==> src/rtl/sram_sp_arbiter.sv <==
// Round-robin write/read arbiter and command sequencer for a single-port line-buffer SRAM.
// Grants are combinational; SRAM pins are registered; reads return 3 cycles after acceptance.
module sram_sp_arbiter #(
    parameter int unsigned ADDR  = 12,
    parameter int unsigned DEPTH = 2336,
    parameter int unsigned DATA  = 40
) (
    input  logic            CLK,
    input  logic            rst,
    input  logic            mbist_busy,
    input  logic            wr_req,
    input  logic [ADDR-1:0] wr_addr,
    input  logic [DATA-1:0] wr_data,
    output logic            wr_gnt,
    input  logic            rd_req,
    input  logic [ADDR-1:0] rd_addr,
    output logic            rd_gnt,
    output logic            rd_vld,
    output logic [DATA-1:0] rd_data,
    output logic            CEN,
    output logic            WEN,
    output logic [ADDR-1:0] A,
    output logic [DATA-1:0] D,
    input  logic [DATA-1:0] Q,
    output logic            err_addr,
    input  logic            err_clr
);

    localparam logic [ADDR-1:0] DepthA = ADDR'(DEPTH);

    logic            last_q, last_d;
    logic            boot_q;
    logic            cen_q, cen_d;
    logic            wen_q, wen_d;
    logic [ADDR-1:0] a_q, a_d;
    logic [DATA-1:0] d_q, d_d;
    logic            p1_vld_q, p1_oor_q;
    logic            p2_vld_q, p2_oor_q;
    logic            rd_vld_q;
    logic [DATA-1:0] rd_data_q, rd_data_d;
    logic            err_q, err_d;

    logic wr_oor, rd_oor;
    logic gnt_en, wr_gnt_c, rd_gnt_c;

    assign wr_oor = (wr_addr >= DepthA);
    assign rd_oor = (rd_addr >= DepthA);

    // boot_q suppresses grants in the cycle reset is released.
    assign gnt_en   = !rst && !boot_q && !mbist_busy;
    assign wr_gnt_c = gnt_en && wr_req && (!rd_req || !last_q);
    assign rd_gnt_c = gnt_en && rd_req && (!wr_req || last_q);

    always_comb begin
        cen_d = 1'b1;
        wen_d = 1'b1;
        a_d   = '0;
        d_d   = '0;
        if (wr_gnt_c && !wr_oor) begin
            cen_d = 1'b0;
            wen_d = 1'b0;
            a_d   = wr_addr;
            d_d   = wr_data;
        end else if (rd_gnt_c && !rd_oor) begin
            cen_d = 1'b0;
            a_d   = rd_addr;
        end
    end

    always_comb begin
        last_d = last_q;
        if (wr_gnt_c) begin
            last_d = 1'b1;
        end else if (rd_gnt_c) begin
            last_d = 1'b0;
        end
    end

    always_comb begin
        err_d = err_q;
        if ((wr_gnt_c && wr_oor) || (rd_gnt_c && rd_oor)) begin
            err_d = 1'b1;
        end else if (err_clr) begin
            err_d = 1'b0;
        end
    end

    // Out-of-range reads return zero instead of whatever Q holds.
    always_comb begin
        rd_data_d = rd_data_q;
        if (p2_vld_q) begin
            rd_data_d = p2_oor_q ? '0 : Q;
        end
    end

    always_ff @(posedge CLK or posedge rst) begin
        if (rst) begin
            last_q    <= 1'b1;
            boot_q    <= 1'b1;
            cen_q     <= 1'b1;
            wen_q     <= 1'b1;
            a_q       <= '0;
            d_q       <= '0;
            p1_vld_q  <= 1'b0;
            p1_oor_q  <= 1'b0;
            p2_vld_q  <= 1'b0;
            p2_oor_q  <= 1'b0;
            rd_vld_q  <= 1'b0;
            rd_data_q <= '0;
            err_q     <= 1'b0;
        end else begin
            last_q    <= last_d;
            boot_q    <= 1'b0;
            cen_q     <= cen_d;
            wen_q     <= wen_d;
            a_q       <= a_d;
            d_q       <= d_d;
            p1_vld_q  <= rd_gnt_c;
            p1_oor_q  <= rd_gnt_c && rd_oor;
            p2_vld_q  <= p1_vld_q;
            p2_oor_q  <= p1_oor_q;
            rd_vld_q  <= p2_vld_q;
            rd_data_q <= rd_data_d;
            err_q     <= err_d;
        end
    end

    assign wr_gnt   = wr_gnt_c;
    assign rd_gnt   = rd_gnt_c;
    assign rd_vld   = rd_vld_q;
    assign rd_data  = rd_data_q;
    assign CEN      = cen_q;
    assign WEN      = wen_q;
    assign A        = a_q;
    assign D        = d_q;
    assign err_addr = err_q;

endmodule

==> config.mk <==
export PLATFORM = sky130hd
export DESIGN_NAME = sram_sp_arbiter
export DESIGN_NICKNAME = d
export VERILOG_FILES = /design/src/rtl/sram_sp_arbiter.sv
export SDC_FILE = /design/constraint.sdc
export NUM_CORES = 1
export LEC_CHECK = 0
export BUFFER_PORTS_ARGS = -buffer_cell sky130_fd_sc_hd__buf_2
export CAP_MARGIN = 20
export CORE_ASPECT_RATIO = 0.75
export CORE_MARGIN = 4
export CORE_UTILIZATION = 44
export DETAILED_ROUTE_END_ITERATION = 16
export GPL_TIMING_DRIVEN = 0
export PLACE_DENSITY = 0.8
export SLEW_MARGIN = 20
export SYNTH_ARGS = -nofsm -noshare
export SYNTH_HDL_FRONTEND = slang
export SYNTH_SLANG_ARGS = --single-unit
==> constraint.sdc <==
create_clock -name CLK -period 3.9 [get_ports CLK]
set_input_delay 0.585 -clock CLK [delete_from_list [all_inputs] [get_ports CLK]]
set_output_delay 0.585 -clock CLK [all_outputs]
set_load 0.01 [all_outputs]
==> impl_results.md <==
* Flops & latches, synth at 102
* Net count, final at 642
* Area of the die at 0.00990 sq mm
* CTS tree: yes
* Placement Setup Slack at 1.77 ns
* Port Buffers at 207
* # DRC at 0
* IR drop worst, VDD at 0.000224 V
* Share of layout cells above drive strength 1 at 44.7%
* Final Wtd Congestion at 0.821
* Post-Syn Area per Cell at 11.7 sq um
* Synth Area in XOR/XNOR at 0%
* Worst EP arrival at 1.57 ns
* Num CTS Buffers at 9
* Worst-case clock buffer depth at 2
* Detail Route Antenna Nets at 0
* Synth Area in Simple Gates at 13.0%
* FF-to-FF setup slack at 2.33 ns
* Total power at 2.27 mW
* Post-DP HPWL at 7610 um
* Initial antenna violation count at 0
* Largest family of logic cells by synthesized area: simple AND/OR/NAND/NOR gates
* Min Hold Slack at 0.260 ns
* Yosys warns at 0
* Final slew viol count at 0
* Post-synthesis adder-cell area fraction at 0%
* Cts-stage hold buffer count at 0
* Drt via density at 4.55
* Routed wire per std cell at 14.9 um
* First-pass GRT wire length at 15700 um
* Status: completed
* Startpoint types: register
* Final Util at 63.1%
* Post-CTS Setup Bufs at 0
* Clock transition at path regs at 0.10 ns
* CP required at 3.31 ns
* Crit Path Class: reg -> out
* Hold Crit Class: in -> async
* Vias in the first global route at 3249
* Lkg Pwr at 2.91 nW
* Final hold vios at 0
* Die width at 114 um
* Worst-skew pair later-pin latency at 0.35 ns
* Clk sinks at 102
* Final worst setup slack at 1.74 ns
* Core area at 0.00802 sq mm
* Fmax at 0.463 GHz
* Total Routed Length at 9560 um
* Power density over the cells at 448 mW/mm^2
* Chip Height at 87.2 um
* Reg-to-reg endpoint: A[5]$_DFF_PP0_
* Pin count of the biggest net entering global routing at 56
* R2R depth at 5
* Initial DRC Count at 121
* Total global routing overflow at 0
* Area grow syn2layout at 37.6%
* Worst-path fanout max at 4
* ANT cells at 0
* Initial Utilization at 45.8%
* Multiplexer share of the synthesized area at 0%
* H-Tree Depth at 3
* Gate Count Post-Synth at 313
* Total GRT Usage at 20.5%
* Row cnt at 28
* Post-synthesis sequential area ratio at 69.5%
* Ports at 208
* RSZ-0062 raised after global routing: false
* Unique cell type count in the Yosys netlist at 24
* # setup viols final at 0
* Via count at 2923
* R2r startpoint: boot_q$_DFF_PP1_
* Post-synthesis compound-gate area fraction at 10.1%
* Commonest non-fill, non-tap cell in the layout: buf_2
* Fin crit period at 2.16 ns
* Most frequent cells in the layout: buf_2, dfrtp_1, inv_1, nand2_1, and2_1
* Root Driver: clkbuf_8
* Final Cycle Share at 55.4%
* Worst Skew at 0.00793 ns
* Max cap viols at 0
* Syn Std Cell Area at 0.00368 sq mm
* Filler Cell Count at 675
* PostCTS Resize Cnt at 0
* Mapped Nets at 423
* 1st-pass router iterations at 4
* Kind of end point of the critical path: primary output
==> area by class of cell <==
class | count | area [sq um] | area share [%]
multi-input cells | 152 | 853 | 16.9
inverters | 45 | 174 | 3.44
clock inverters | 6 | 45.0 | 0.890
clock buffers | 10 | 138 | 2.72
well taps | 105 | 131 | 2.60
repair buffers | 208 | 1060 | 21.0
plain buffers | 14 | 97.6 | 1.93
flip-flops and latches | 102 | 2560 | 50.5
==> routing by layer <==
| layer | vias to the layer above | GRT usage [%] | wire, um |
|---|---|---|---|
| li1 | 1410 | - | - |
| met1 | 1364 | 22.8 | 3560 |
| met2 | 141 | 36.3 | 4770 |
| met3 | 8 | 8.89 | 1150 |
| met4 | 0 | 5.02 | 77 |
| met5 | - | 0 | 0 |
==> synth_stat cells, drive strengths merged <==
master,number,area [sq um]
conb,1,3.75
o31a,4,43.8
nor3,1,10.0
nand2,41,154
a31oi,1,6.26
nor2,5,35.0
and2,41,257
dfstp,4,105
nand2b,1,6.26
a221o,1,10.0
buf,8,75.1
clkbuf,6,22.5
nand3,2,10.0
o21ai,39,195
dfrtp,98,2450
o22ai,1,6.26
nor2b,1,6.26
a22o,12,105
a21oi,1,5.00
inv,45,169
==> cells by family after synthesis <==
| family | Yosys count |
|---|---|
| flip-flops | 102 |
| AND/OR/NAND/NOR | 92 |
| AO/OA/AOI/OAI | 59 |
| buffers and inverters | 59 |
| other | 1 |
==> metrics by stage <==
stage	TNS, ns	instances	area, sq um
6_report	0	642	5060
5_1_grt	0	642	5060
4_1_cts	0	642	5060
3_5_place_dp	0	626	4880
3_3_place_gp	-36.69	625	4840
2_1_floorplan	0	313	3680
==> power breakdown <==
group          switching (mW)  internal, mW  total, mW
logic                   0.228         0.179      0.408
clock network           0.350         0.254      0.605
registers              0.0670          1.19       1.25
total                   0.646          1.62       2.27
==> worst max-delay path, cell delays in order, from the launching register on <==
cell and delay (ns):
dfstp_2 0.38, nor3_2 0.26, nand3_1 0.27, inv_1 0.16, buf_2 0.16
==> worst max path at each step <==
stage | from | cells past startpoint | slack, ns | endpoint
after detailed placement | rst | 5 | 1.77 | wr_gnt
after CTS | boot_q$_DFF_PP1_ | 4 | 1.72 | wr_gnt
after global routing | boot_q$_DFF_PP1_ | 4 | 1.58 | wr_gnt
after floorplan | rst | 1 | 0.65 | A[0]$_DFF_PP0_
final | boot_q$_DFF_PP1_ | 4 | 1.74 | wr_gnt
after global placement | rst | 2 | -0.38 | rd_data[17]$_DFFE_PP0P_
(Power assumes the default switching activity.)
